<file path="src/rtl/pin_route_pkg.sv">
// Shared types and constants for the board pin-routing sequencer.
package pin_route_pkg;

  typedef enum logic [1:0] {
    IDLE   = 2'd0,
    DRAIN  = 2'd1,
    SETTLE = 2'd2
  } route_state_t;

  // Group indices, one per routing switch (SW12..SW15)
  localparam int unsigned GRP_PS2   = 0;
  localparam int unsigned GRP_VGA   = 1;
  localparam int unsigned GRP_AUDIO = 2;
  localparam int unsigned GRP_PLUG  = 3;

  localparam int unsigned NUM_GROUPS_DEF    = 4;
  localparam int unsigned GUARD_CYCLES_DEF  = 16;
  localparam int unsigned SETTLE_CYCLES_DEF = 16;
  localparam int unsigned CNT_W             = 8;

endpackage

</file>
<file path="src/rtl/sync_2ff.sv">
// Two-flop synchroniser for quasi-static asynchronous inputs, reset to 0.
module sync_2ff #(
  parameter int unsigned WIDTH = 1
) (
  input  logic             clk,
  input  logic             rst_n,
  input  logic [WIDTH-1:0] d,
  output logic [WIDTH-1:0] q
);

  logic [WIDTH-1:0] meta;

  always_ff @(posedge clk or negedge rst_n) begin
    if (!rst_n) begin
      meta <= '0;
      q    <= '0;
    end else begin
      meta <= d;
      q    <= meta;
    end
  end

endmodule

</file>
<file path="src/rtl/pin_route_sequencer.sv">
// Break-before-make sequencer for run-time pin-route changes: one group at a
// time, lowest index first, with guard and settle windows of forced Z.
module pin_route_sequencer
  import pin_route_pkg::*;
#(
  parameter int unsigned           NUM_GROUPS    = NUM_GROUPS_DEF,
  parameter int unsigned           GUARD_CYCLES  = GUARD_CYCLES_DEF,
  parameter int unsigned           SETTLE_CYCLES = SETTLE_CYCLES_DEF,
  parameter logic [NUM_GROUPS-1:0] RESET_MASK    = NUM_GROUPS'(4'b1000)
) (
  input  logic                  clk_cog,
  input  logic                  nres,
  input  logic [NUM_GROUPS-1:0] sel_req,
  output logic [NUM_GROUPS-1:0] sel_active,
  output logic [NUM_GROUPS-1:0] grp_hiz,
  output logic                  busy,
  output logic                  route_done,
  output logic                  hold_n
);

  localparam int unsigned IDX_W = (NUM_GROUPS > 1) ? $clog2(NUM_GROUPS) : 1;

  logic [NUM_GROUPS-1:0] sel_s;
  logic [NUM_GROUPS-1:0] pending;
  logic [IDX_W-1:0]      low_idx;

  route_state_t          state, state_nxt;
  logic [IDX_W-1:0]      cur, cur_nxt;
  logic [CNT_W-1:0]      cnt, cnt_nxt;
  logic [NUM_GROUPS-1:0] sel_active_nxt, grp_hiz_nxt;
  logic                  busy_nxt, route_done_nxt, hold_n_nxt;

  sync_2ff #(.WIDTH(NUM_GROUPS)) u_sync (
    .clk   (clk_cog),
    .rst_n (nres),
    .d     (sel_req),
    .q     (sel_s)
  );

  assign pending = sel_s ^ sel_active;

  // Lowest-index pending group wins
  always_comb begin
    low_idx = '0;
    for (int g = NUM_GROUPS - 1; g >= 0; g--) begin
      if (pending[g]) low_idx = IDX_W'(g);
    end
  end

  always_ff @(posedge clk_cog or negedge nres) begin
    if (!nres) begin
      state      <= IDLE;
      cur        <= '0;
      cnt        <= '0;
      sel_active <= '0;
      grp_hiz    <= '0;
      busy       <= 1'b0;
      route_done <= 1'b0;
      hold_n     <= 1'b1;
    end else begin
      state      <= state_nxt;
      cur        <= cur_nxt;
      cnt        <= cnt_nxt;
      sel_active <= sel_active_nxt;
      grp_hiz    <= grp_hiz_nxt;
      busy       <= busy_nxt;
      route_done <= route_done_nxt;
      hold_n     <= hold_n_nxt;
    end
  end

  always_comb begin
    state_nxt      = state;
    cur_nxt        = cur;
    cnt_nxt        = cnt;
    sel_active_nxt = sel_active;
    grp_hiz_nxt    = grp_hiz;
    hold_n_nxt     = hold_n;
    route_done_nxt = 1'b0;

    case (state)
      IDLE: begin
        if (|pending) begin
          state_nxt   = DRAIN;
          cur_nxt     = low_idx;
          grp_hiz_nxt = NUM_GROUPS'(1) << low_idx;
          hold_n_nxt  = ~RESET_MASK[low_idx];
          cnt_nxt     = CNT_W'(GUARD_CYCLES - 1);
        end
      end
      DRAIN: begin
        // A reverted request abandons the change before the select moves
        if (!pending[cur]) begin
          state_nxt   = IDLE;
          grp_hiz_nxt = '0;
          hold_n_nxt  = 1'b1;
        end else if (cnt == '0) begin
          sel_active_nxt[cur] = sel_s[cur];
          state_nxt           = SETTLE;
          cnt_nxt             = CNT_W'(SETTLE_CYCLES - 1);
        end else begin
          cnt_nxt = cnt - CNT_W'(1);
        end
      end
      SETTLE: begin
        if (cnt == '0) begin
          state_nxt      = IDLE;
          grp_hiz_nxt    = '0;
          hold_n_nxt     = 1'b1;
          route_done_nxt = 1'b1;
        end else begin
          cnt_nxt = cnt - CNT_W'(1);
        end
      end
      default: begin
        state_nxt   = IDLE;
        grp_hiz_nxt = '0;
        hold_n_nxt  = 1'b1;
      end
    endcase

    busy_nxt = (state_nxt != IDLE);
  end

endmodule

</file>
<file path="config.mk">
export PLATFORM = sky130hd
export DESIGN_NAME = pin_route_sequencer
export DESIGN_NICKNAME = d
export VERILOG_FILES = /design/src/rtl/pin_route_pkg.sv /design/src/rtl/sync_2ff.sv /design/src/rtl/pin_route_sequencer.sv
export SDC_FILE = /design/constraint.sdc
export NUM_CORES = 1
export LEC_CHECK = 0
export CORE_MARGIN = 4
export CORE_UTILIZATION = 59
export CTS_BUF_LIST = sky130_fd_sc_hd__clkbuf_16
export DETAILED_ROUTE_END_ITERATION = 6
export GPL_TIMING_DRIVEN = 0
export MAX_ROUTING_LAYER = met4
export PLACE_DENSITY = 0.86
export SLEW_MARGIN = 20
export SYNTH_ARGS = -nofsm -noshare
export SYNTH_HDL_FRONTEND = slang
export SYNTH_SLANG_ARGS = --single-unit
</file>
<file path="constraint.sdc">
create_clock -name clk_cog -period 3.5 [get_ports clk_cog]
set_input_delay 0.7 -clock clk_cog [delete_from_list [all_inputs] [get_ports clk_cog]]
set_output_delay 0.7 -clock clk_cog [all_outputs]
set_load 0.05 [all_outputs]
</file>
==> impl_metrics.env <==
export IMPL_irDropWorstVdd_uv=693
export IMPL_h_tree_depth=2
export IMPL_cts_tree="done"
export IMPL_power_leakage_uw=0.000864
export IMPL_vias=1197
export IMPL_first_iter_violations=61
export IMPL_die_h_um=59.3
export IMPL_syn_cell_area_um2=1550
export IMPL_core_area_um2=2500
export IMPL_slew_violations=0
export IMPL_area_delta_synth_final_pct=23.0
export IMPL_drive_above_1_share=0.148
export IMPL_cts_setup_buffers=0
export IMPL_synth_cell_type_count=47
export IMPL_hold_buffers=0
export IMPL_outcome="finished clean"
export IMPL_route_antenna_remaining_nets=0
export IMPL_period_minus_slack_ns=2.64
export IMPL_dp_hpwl_mm=2.15
export IMPL_synth_top_cell_area_share=0.483
export IMPL_finish_utilization=0.764
export IMPL_routedWlPerCell_um=16.0
export IMPL_clock_latency_ns=0.28
export IMPL_grt_overflow_total=0
export IMPL_synth_compound_area_share=0.165
export IMPL_finalHoldViolations=0
export IMPL_cp_required_ns=3.66
export IMPL_top_level_ports=17
export IMPL_grt_max_degree=32
export IMPL_relSlewSlack=0.477
export IMPL_initial_utilization=0.621
export IMPL_tightest_slew_ns=0.780
export IMPL_synth_top_family_by_area="compound AO/OA/AOI/OAI gates"
export IMPL_async_reset_ff_frac=1.00
export IMPL_power_density_nw_per_um2=889
export IMPL_ctsResizeCount=0
export IMPL_fp_row_count=18
export IMPL_synth_simple_gate_area_share=0.146
export IMPL_hp_class="reg2reg"
export IMPL_cp_data_arrival_time_ns=2.79
export IMPL_grt_first_pass_wirelength_mm=5.38
export IMPL_synthMuxAreaShare=0.0814
export IMPL_end_kind="register"
export IMPL_diodes=0
export IMPL_nFillCells=158
export IMPL_criticalPathCategory="reg2reg"
export IMPL_fin_crit_sh=0.753
export IMPL_rsz0062_at_grt="false"
export IMPL_total_power_uw=1700
export IMPL_max_cap_violations=0
export IMPL_final_common_cell="dfrtp_1"
export IMPL_yosys_warnings=0
export IMPL_synth_ff_type="dfrtp_1"
export IMPL_syn_nets=150
export IMPL_cts_buffers=5
export IMPL_yosysSeqAreaShare=0.500
export IMPL_fin_nets=173
export IMPL_drt_wl_total_mm=3.07
export IMPL_gp_congestion=0.847
export IMPL_cts_buffer_depth=2
export IMPL_crit_fanout=8
export IMPL_setup_tns_ns=0
export IMPL_port_buffer_count=16
export IMPL_place_inst=184
export IMPL_synth_xor_area_frac=0.0282
export IMPL_clk_pin_slew_ns=0.05
export IMPL_synth_top_area_cell="dfrtp_1"
export IMPL_final_cell_mix="dfrtp_1 (30), clkdlybuf4s50_1 (15), inv_1 (10), nor2_1 (9)"
export IMPL_die_area_um2=3520
export IMPL_fp_dieW_um=59.3
export IMPL_synth_top_cells_by_area="dfrtp_1 (48%), ha_1 (4.8%), mux2_2 (4.4%)"
export IMPL_stdcell_count=192
export IMPL_yosys_area_share_adder=0.0483
export IMPL_setup_viol=0
export IMPL_fin_worst_skew_ns=0.00506
export IMPL_viasPerCell=6.23
export IMPL_drc=0
export IMPL_first_pass_iters=4
export IMPL_ys_ff_latch=31
export IMPL_fmax_mhz=379
export IMPL_root_buffer="clkbuf_16"
export IMPL_track_usage=0.215
export IMPL_grt_pass1_vias=1217
export IMPL_syn_mean_instance_area_um2=11.3
export IMPL_antenna_found_initial=0
export IMPL_numClockSinks=31
export IMPL_synth_cells=138
export IMPL_synth_edf_count=0
export IMPL_cp_start_kind="register"
export IMPL_timing_hold_ws_ns=0.345
routing by layer:
metal,global-route usage,up-vias,wire (um)
li1,-,558,-
met1,0.255,575,1270
met2,0.331,55,1490
met3,0.0741,9,254
met4,0.0906,0,55
met5,-,-,0
cell type report:
| type | count | area, um^2 | share of cell area |
|---|---|---|---|
| sequential | 31 | 777 | 0.407 |
| clock inverter | 3 | 38.8 | 0.0203 |
| tap | 30 | 37.5 | 0.0197 |
| buffer | 2 | 10.0 | 0.00524 |
| multi-input combinational | 95 | 728 | 0.381 |
| clock buffer | 5 | 125 | 0.0655 |
| inverter | 10 | 37.5 | 0.0197 |
| timing repair buffer | 16 | 155 | 0.0813 |
synthesized netlist by cell type (2+ instances only):
cell      number
a211oi_1       2
a21boi_0       3
a21oi_1        4
a22o_1         2
a31oi_1        2
a32o_1         3
and2_1         2
and3_1         3
dfrtp_1       30
ha_1           6
inv_1         10
mux2_2         6
nand2_1        3
nand2b_1       3
nor2_1         9
nor3_1         2
nor4_1         6
nor4b_1        2
o211ai_1       4
o21ai_0        6
xor2_1         4
sequential cells by signal, summed over array words and instances (netlist names):
name	cells
state	2
hold_n	1
route_done	1
cur	2
cnt	8
busy	1
u_sync.meta	4
grp_hiz	4
u_sync.q	4
sel_active	4
critical path, stage by stage (launching register included):
cell	delay, ns
dfrtp_1	0.39
xor2_1	0.45
nor4_1	0.17
a211oi_1	0.71
and2_1	0.23
buf_2	0.20
mux2_2	0.36
kinds of logic after synthesis:
kind of cell	count (synthesis)
multiplexers	10
flip-flops	31
buffers and inverters	12
AND/OR/NAND/NOR	39
XOR/XNOR	5
AO/OA/AOI/OAI	35
adder cells (fa/ha/maj)	6
power by group:
group	total (uW)	switching [uW]	internal, uW
Sequential	507	65.8	441
Clock	479	148	331
Combinational	712	431	281
Total	1700	645	1050
through the flow:
| stage | instance area (um^2) | setup WS, ns |
|---|---|---|
| 3_3_place_gp | 1750 | 0.956 |
| 4_1_cts | 1910 | 0.876 |
| 3_5_place_dp | 1750 | 0.916 |
| 5_1_grt | 1910 | 0.665 |
| 6_report | 1910 | 0.863 |
| 2_1_floorplan | 1550 | 1.05 |
worst paths after layout:
path | from | end | slack (ns) | cells past startpoint
setup reg to reg | sel_active[0] | cnt[1] | 0.86 | 6
hold reg to reg | u_sync.meta[2] | u_sync.q[2] | 0.35 | 0
hold / removal | u_sync.meta[2] | u_sync.q[2] | 0.35 | 0
setup / recovery | sel_active[0] | cnt[1] | 0.86 | 6
min in group asynchronous | nres | cnt[2] | 0.45 | 1
max in group asynchronous | nres | cur[1] | 2.62 | 1
Power figures use the tool's default switching activity.
